$ cat src/rtl/uart_pkg.sv
// Shared UART definitions: frame geometry, line levels and the transmit state type.
package uart_pkg;

  typedef enum logic [1:0] {
    IDLE  = 2'd0,
    START = 2'd1,
    DATA  = 2'd2,
    STOP  = 2'd3
  } tx_state_t;

  localparam int   FRAME_BITS = 10;
  localparam int   DATA_BITS  = 8;
  localparam logic START_BIT  = 1'b0;
  localparam logic STOP_BIT   = 1'b1;

endpackage

$ cat src/rtl/uart_tx_frame_if.sv
// Processor-side handshake and serial line of the UART transmitter.
interface uart_tx_frame_if;
  import uart_pkg::*;

  logic [DATA_BITS-1:0] tx_data;
  logic                 tx_load;
  logic                 tx_ready;
  logic                 tx_busy;
  logic                 tx;
  logic                 char_sent;

  modport master (
    output tx_data, tx_load,
    input  tx_ready, tx_busy, tx, char_sent
  );

  modport slave (
    input  tx_data, tx_load,
    output tx_ready, tx_busy, tx, char_sent
  );

endinterface

$ cat src/rtl/uart_baud_tick.sv
// Bit-period counter: tick is high during the last cycle of each CLKS_PER_BIT period.
module uart_baud_tick #(
  parameter int CLKS_PER_BIT = 16
) (
  input  logic clk,
  input  logic rst,
  input  logic clear,
  output logic tick
);

  localparam int CNT_W = (CLKS_PER_BIT > 1) ? $clog2(CLKS_PER_BIT) : 1;
  localparam logic [CNT_W-1:0] LAST_CNT = CNT_W'(CLKS_PER_BIT - 1);
  localparam logic [CNT_W-1:0] ONE_CNT  = CNT_W'(1);

  logic [CNT_W-1:0] cnt_r;

  // Count clock cycles within a bit; clear restarts the period, wrap on the last count.
  always_ff @(posedge clk) begin
    if (!rst) begin
      cnt_r <= '0;
    end else if (clear) begin
      cnt_r <= '0;
    end else if (cnt_r == LAST_CNT) begin
      cnt_r <= '0;
    end else begin
      cnt_r <= cnt_r + ONE_CNT;
    end
  end

  assign tick = (cnt_r == LAST_CNT);

endmodule

$ cat src/rtl/uart_tx_frame.sv
// UART transmitter: accepts a character on tx_load/tx_ready and sends start, 8 data (LSB first), stop.
module uart_tx_frame
  import uart_pkg::*;
#(
  parameter int CLKS_PER_BIT = 16
) (
  input  logic            clk,
  input  logic            rst,
  uart_tx_frame_if.slave  bus
);

  localparam logic [3:0] LAST_DATA = 4'(DATA_BITS - 1);

  tx_state_t            state_r, state_s;
  logic [DATA_BITS-1:0] shift_r, shift_s;
  logic [3:0]           bit_cnt_r, bit_cnt_s;
  logic                 tx_r, tx_s;
  logic                 ready_r, ready_s;
  logic                 busy_r;
  logic                 sent_r, sent_s;
  logic                 accept_s;
  logic                 tick_s;
  logic                 baud_clear_s;

  // The bit period is held at zero while idle so it starts fresh on every accept.
  assign baud_clear_s = (state_r == IDLE);

  uart_baud_tick #(
    .CLKS_PER_BIT (CLKS_PER_BIT)
  ) u_baud (
    .clk   (clk),
    .rst   (rst),
    .clear (baud_clear_s),
    .tick  (tick_s)
  );

  // State, shift register, bit counter and all outputs update together; reset forces idle.
  always_ff @(posedge clk) begin
    if (!rst) begin
      state_r   <= IDLE;
      shift_r   <= 8'h00;
      bit_cnt_r <= 4'd0;
      tx_r      <= STOP_BIT;
      ready_r   <= 1'b1;
      busy_r    <= 1'b0;
      sent_r    <= 1'b0;
    end else begin
      state_r   <= state_s;
      shift_r   <= shift_s;
      bit_cnt_r <= bit_cnt_s;
      tx_r      <= tx_s;
      ready_r   <= ready_s;
      busy_r    <= ~ready_s;
      sent_r    <= sent_s;
    end
  end

  // Next state and next output values; outputs follow the state being entered.
  always_comb begin
    state_s   = state_r;
    shift_s   = shift_r;
    bit_cnt_s = bit_cnt_r;
    sent_s    = 1'b0;
    accept_s  = bus.tx_load && ready_r;

    case (state_r)
      IDLE: begin
        if (accept_s) begin
          state_s   = START;
          shift_s   = bus.tx_data;
          bit_cnt_s = 4'd0;
        end else begin
          state_s   = IDLE;
        end
      end
      START: begin
        if (tick_s) begin
          state_s = DATA;
        end else begin
          state_s = START;
        end
      end
      DATA: begin
        if (tick_s) begin
          shift_s = {1'b0, shift_r[DATA_BITS-1:1]};
          if (bit_cnt_r == LAST_DATA) begin
            state_s = STOP;
          end else begin
            bit_cnt_s = bit_cnt_r + 4'd1;
          end
        end else begin
          state_s = DATA;
        end
      end
      STOP: begin
        if (tick_s) begin
          state_s = IDLE;
          sent_s  = 1'b1;
        end else begin
          state_s = STOP;
        end
      end
      default: begin
        state_s = IDLE;
      end
    endcase

    case (state_s)
      IDLE:    tx_s = STOP_BIT;
      START:   tx_s = START_BIT;
      DATA:    tx_s = shift_s[0];
      STOP:    tx_s = STOP_BIT;
      default: tx_s = STOP_BIT;
    endcase

    ready_s = (state_s == IDLE);
  end

  assign bus.tx        = tx_r;
  assign bus.tx_ready  = ready_r;
  assign bus.tx_busy   = busy_r;
  assign bus.char_sent = sent_r;

endmodule

$ cat src/flat_wrapper.sv
// flat-port wrapper written by rule: the top's interface ports become plain ports
module uart_tx_frame_flat import uart_pkg::*;
#(
  parameter int CLKS_PER_BIT = 16
)
  (clk, rst, bus_tx_data, bus_tx_load, bus_tx_ready, bus_tx_busy, bus_tx, bus_char_sent);
  uart_tx_frame_if bus_i ();
  input  logic clk;
  input  logic rst;
  input wire logic [$bits(bus_i.tx_data)-1:0] bus_tx_data;
  input wire logic [$bits(bus_i.tx_load)-1:0] bus_tx_load;
  output wire logic [$bits(bus_i.tx_ready)-1:0] bus_tx_ready;
  output wire logic [$bits(bus_i.tx_busy)-1:0] bus_tx_busy;
  output wire logic [$bits(bus_i.tx)-1:0] bus_tx;
  output wire logic [$bits(bus_i.char_sent)-1:0] bus_char_sent;
  assign bus_i.tx_data = bus_tx_data;
  assign bus_i.tx_load = bus_tx_load;
  assign bus_tx_ready = bus_i.tx_ready;
  assign bus_tx_busy = bus_i.tx_busy;
  assign bus_tx = bus_i.tx;
  assign bus_char_sent = bus_i.char_sent;
  uart_tx_frame #(.CLKS_PER_BIT(CLKS_PER_BIT)) u_core (.clk(clk), .rst(rst), .bus(bus_i));
endmodule
$ cat config.mk
export PLATFORM = sky130hd
export DESIGN_NAME = uart_tx_frame_flat
export DESIGN_NICKNAME = d
export VERILOG_FILES = /design/src/rtl/uart_pkg.sv /design/src/rtl/uart_tx_frame_if.sv /design/src/rtl/uart_baud_tick.sv /design/src/rtl/uart_tx_frame.sv /design/src/flat_wrapper.sv
export SDC_FILE = /design/constraint.sdc
export NUM_CORES = 1
export LEC_CHECK = 0
export ABC_AREA = 1
export CAP_MARGIN = 20
export CORE_MARGIN = 2
export CORE_UTILIZATION = 50
export CTS_CLUSTER_SIZE = 28
export DETAILED_ROUTE_END_ITERATION = 8
export PLACE_DENSITY = 0.81
export SLEW_MARGIN = 10
export SYNTH_ARGS = -nofsm -noshare
export SYNTH_HDL_FRONTEND = slang
export SYNTH_SLANG_ARGS = --single-unit
$ cat constraint.sdc
create_clock -name clk -period 1.85 [get_ports clk]
set_input_delay 0.37 -clock clk [delete_from_list [all_inputs] [get_ports clk]]
set_output_delay 0.37 -clock clk [all_outputs]
set_load 0.01 [all_outputs]
==> reports/qor.txt <==
Unrepaired setup endpoints after global routing: false
Final period util: 91.7%
Final TNS setup: 0 ps
CP bufs+invs: 2
Post-DRT Antenna Nets: 0
# rows: 16
Clock buffer depth: 2
Number of synthesized flops with an enable pin: 0
Mapped Cells: 127
Unique cell type count in the Yosys netlist: 22
Setup slack after layout: 153 ps
CTS tree: built
Post-place setup slack: -30.2 ps
Worst Setup End Kind: flop
Most frequent cells in the layout: nand2_1 (28), dfxtp_1 (22), inv_1 (16), clkdlybuf4s50_1 (14), nor2_1 (13)
TritonCTS Buffers: 3
Leak pwr: 0.551 nW
Setup violation total in the final timing report: 0
Global route total overflow: 0
Avg WL per Cell: 10.4 microns
Multi-input logic area: 494 sq um
Total power draw: 0.00102 W
Crit path DAT: 1920 ps
Top FF cell, synth: dfxtp_1
Largest net degree at the start of global routing: 14
Critical path's most frequent cell: nand2_1
Syn avg cell area: 7.92 sq um
Vias in the first global route: 825
Worst Hold Path Cells: 1
Min-Delay Path Class: reg -> reg
Fin crit period: 1700 ps
Clock Latency Late Sink: 310 ps
Placed Area: 0.00120 sq mm
Drc violations: 0
Total of max-cap violations: 0
GR Util All Layers: 17.8%
Family with the most delay on the worst path: adder cells
CORE AREA: 0.00192 sq mm
Slowest cell delay on critical path: 370 ps
WP depth: 10
# nets final: 164
Pre-antenna DRT Iters: 4
Post-Syn Nets: 143
Crit path kind: reg -> reg
Worst endpoint required time: 2070 ps
Layout overhead on the synthesized area: 24.6%
Slew HR: 80.1%
PortBufs: 14
Clk sinks: 22
Mapped cell area: 0.00101 sq mm
Synth warnings: 0
Die footprint: 0.00239 sq mm
Final Wtd Congestion: 0.783
Total wire length: 1.82 mm
Share of cells above drive strength 1: 11.6%
IO Pins: 15
Diode count: 0
Peak Freq: 0.589 GHz
Antenna violations before repair: 0
Status: complete, no violations
Slowest CP cell: dfxtp_1
Hold-fix buffers, CTS: 0
Max-slew violations: 0
Post-DP HPWL: 1.42 mm
Die H: 48.9 microns
Clk_skew: 2.91 ps
Commonest non-fill, non-tap cell in the layout: nand2_1
CTS root buf: clkbuf_4
H-tree depth: 1
Fillers: 183
Die X: 48.9 microns
CTS clock-pin slew for the worst setup and hold paths: 120 ps
Actual slew at the worst max-slew pin: 297 ps
Synth Register Bits: 22
Storage cell area: 440 sq um
Fin area: 0.00125 sq mm
Fin. Hold Viols: 0
Starting DRT DRC Count: 9
CP Cell Sequence: ha_2, nand3_4, inv_1, nand2_1, a21oi_1, inv_1, ha_1, nand2_1, nand2_1, nand2_1
Async S/R FF share, synth: 0%
Worst vdd ir: 0.530 mV
First-pass GRT wire length: 3.33 mm
WHS: 459 ps
Starting Density: 52.3%
DR vias: 858
Reg2Reg Depth: 10
Startpoint class of the critical path: flop
Avg Vias per Cell: 4.93
PD cells: 811 mW/mm^2
Sequential fraction of the synthesis area: 43.8%
CP max FO: 6
-- power breakdown --
part / switching [W] / internal [W] / leakage (nW)
Combinational: 0.0000687 / 0.0000652 / 0.344
Sequential: 0.0000153 / 0.000499 / 0.180
Clock: 0.000149 / 0.000219 / 0.0279
Total: 0.000233 / 0.000783 / 0.551
-- layout make-up --
cell class                 count  share of cell area, %
sequential                    22                   35.1
clock buffer                   3                   1.80
tap                           27                   2.69
inverter                      18                   5.59
clock inverter                 1                   2.40
timing repair buffer          17                   13.0
multi-input combinational     86                   39.4
-- layer usage --
metal  global-route usage (%)  routed length [microns]  vias up
li1                         -                        -      449
met1                     20.1                      789      393
met2                     31.3                      942       12
met3                     4.60                       53        4
met4                     8.10                       31        0
met5                        0                        0        -
-- repair_timing --
action / 4_1_cts / 5_1_grt
setup buffers: 0 / 0
gates resized for setup: 0 / 1
setup endpoints to repair: 0 / 1
-- registers in the layout, indices dropped and copies added, names as in the netlist --
signal / count
u_core.u_baud.cnt_r: 4
u_core.state_r: 2
u_core.bus.char_sent: 1
u_core.bus.tx_busy: 1
u_core.bus.tx_ready: 1
u_core.bit_cnt_r: 4
u_core.bus.tx: 1
u_core.shift_r: 8
-- per-stage QoR --
step	instances	util (%)
after floorplan	127	-
after global placement	170	62.4
after detailed placement	170	62.4
after CTS	174	65.1
after global routing	174	65.2
final	174	65.2
-- cells by family (layout without fill, tap and decap cells) --
family	after synthesis	after routing	share of synthesized area (%)
AND/OR/NAND/NOR	55	55	26.9
AO/OA/AOI/OAI	25	25	14.9
flip-flops	22	22	43.8
buffers and inverters	19	39	7.34
adder cells (fa/ha/maj)	5	5	6.22
XOR/XNOR	1	1	0.871
-- cells in the mapped netlist (2+ instances only) --
library cell | instances | area (sq um)
a22oi_1 | 6 | 45.0
ha_1 | 5 | 62.6
nor2_1 | 13 | 48.8
inv_1 | 16 | 60.1
dfxtp_1 | 22 | 440
nand2_1 | 28 | 105
a21oi_1 | 12 | 60.1
nand2_4 | 2 | 22.5
nand3_1 | 7 | 35.0
o21ai_0 | 4 | 20.0
-- final timing paths --
path	startpoint	endpoint	slack [ps]
min	u_core.u_baud.cnt_r[0]	u_core.u_baud.cnt_r[0]	460
max	u_core.u_baud.cnt_r[0]	u_core.bus.tx	150
min reg2reg	u_core.u_baud.cnt_r[0]	u_core.u_baud.cnt_r[0]	460
max reg2reg	u_core.u_baud.cnt_r[0]	u_core.bus.tx	150
Power figures use the tool's default switching activity.
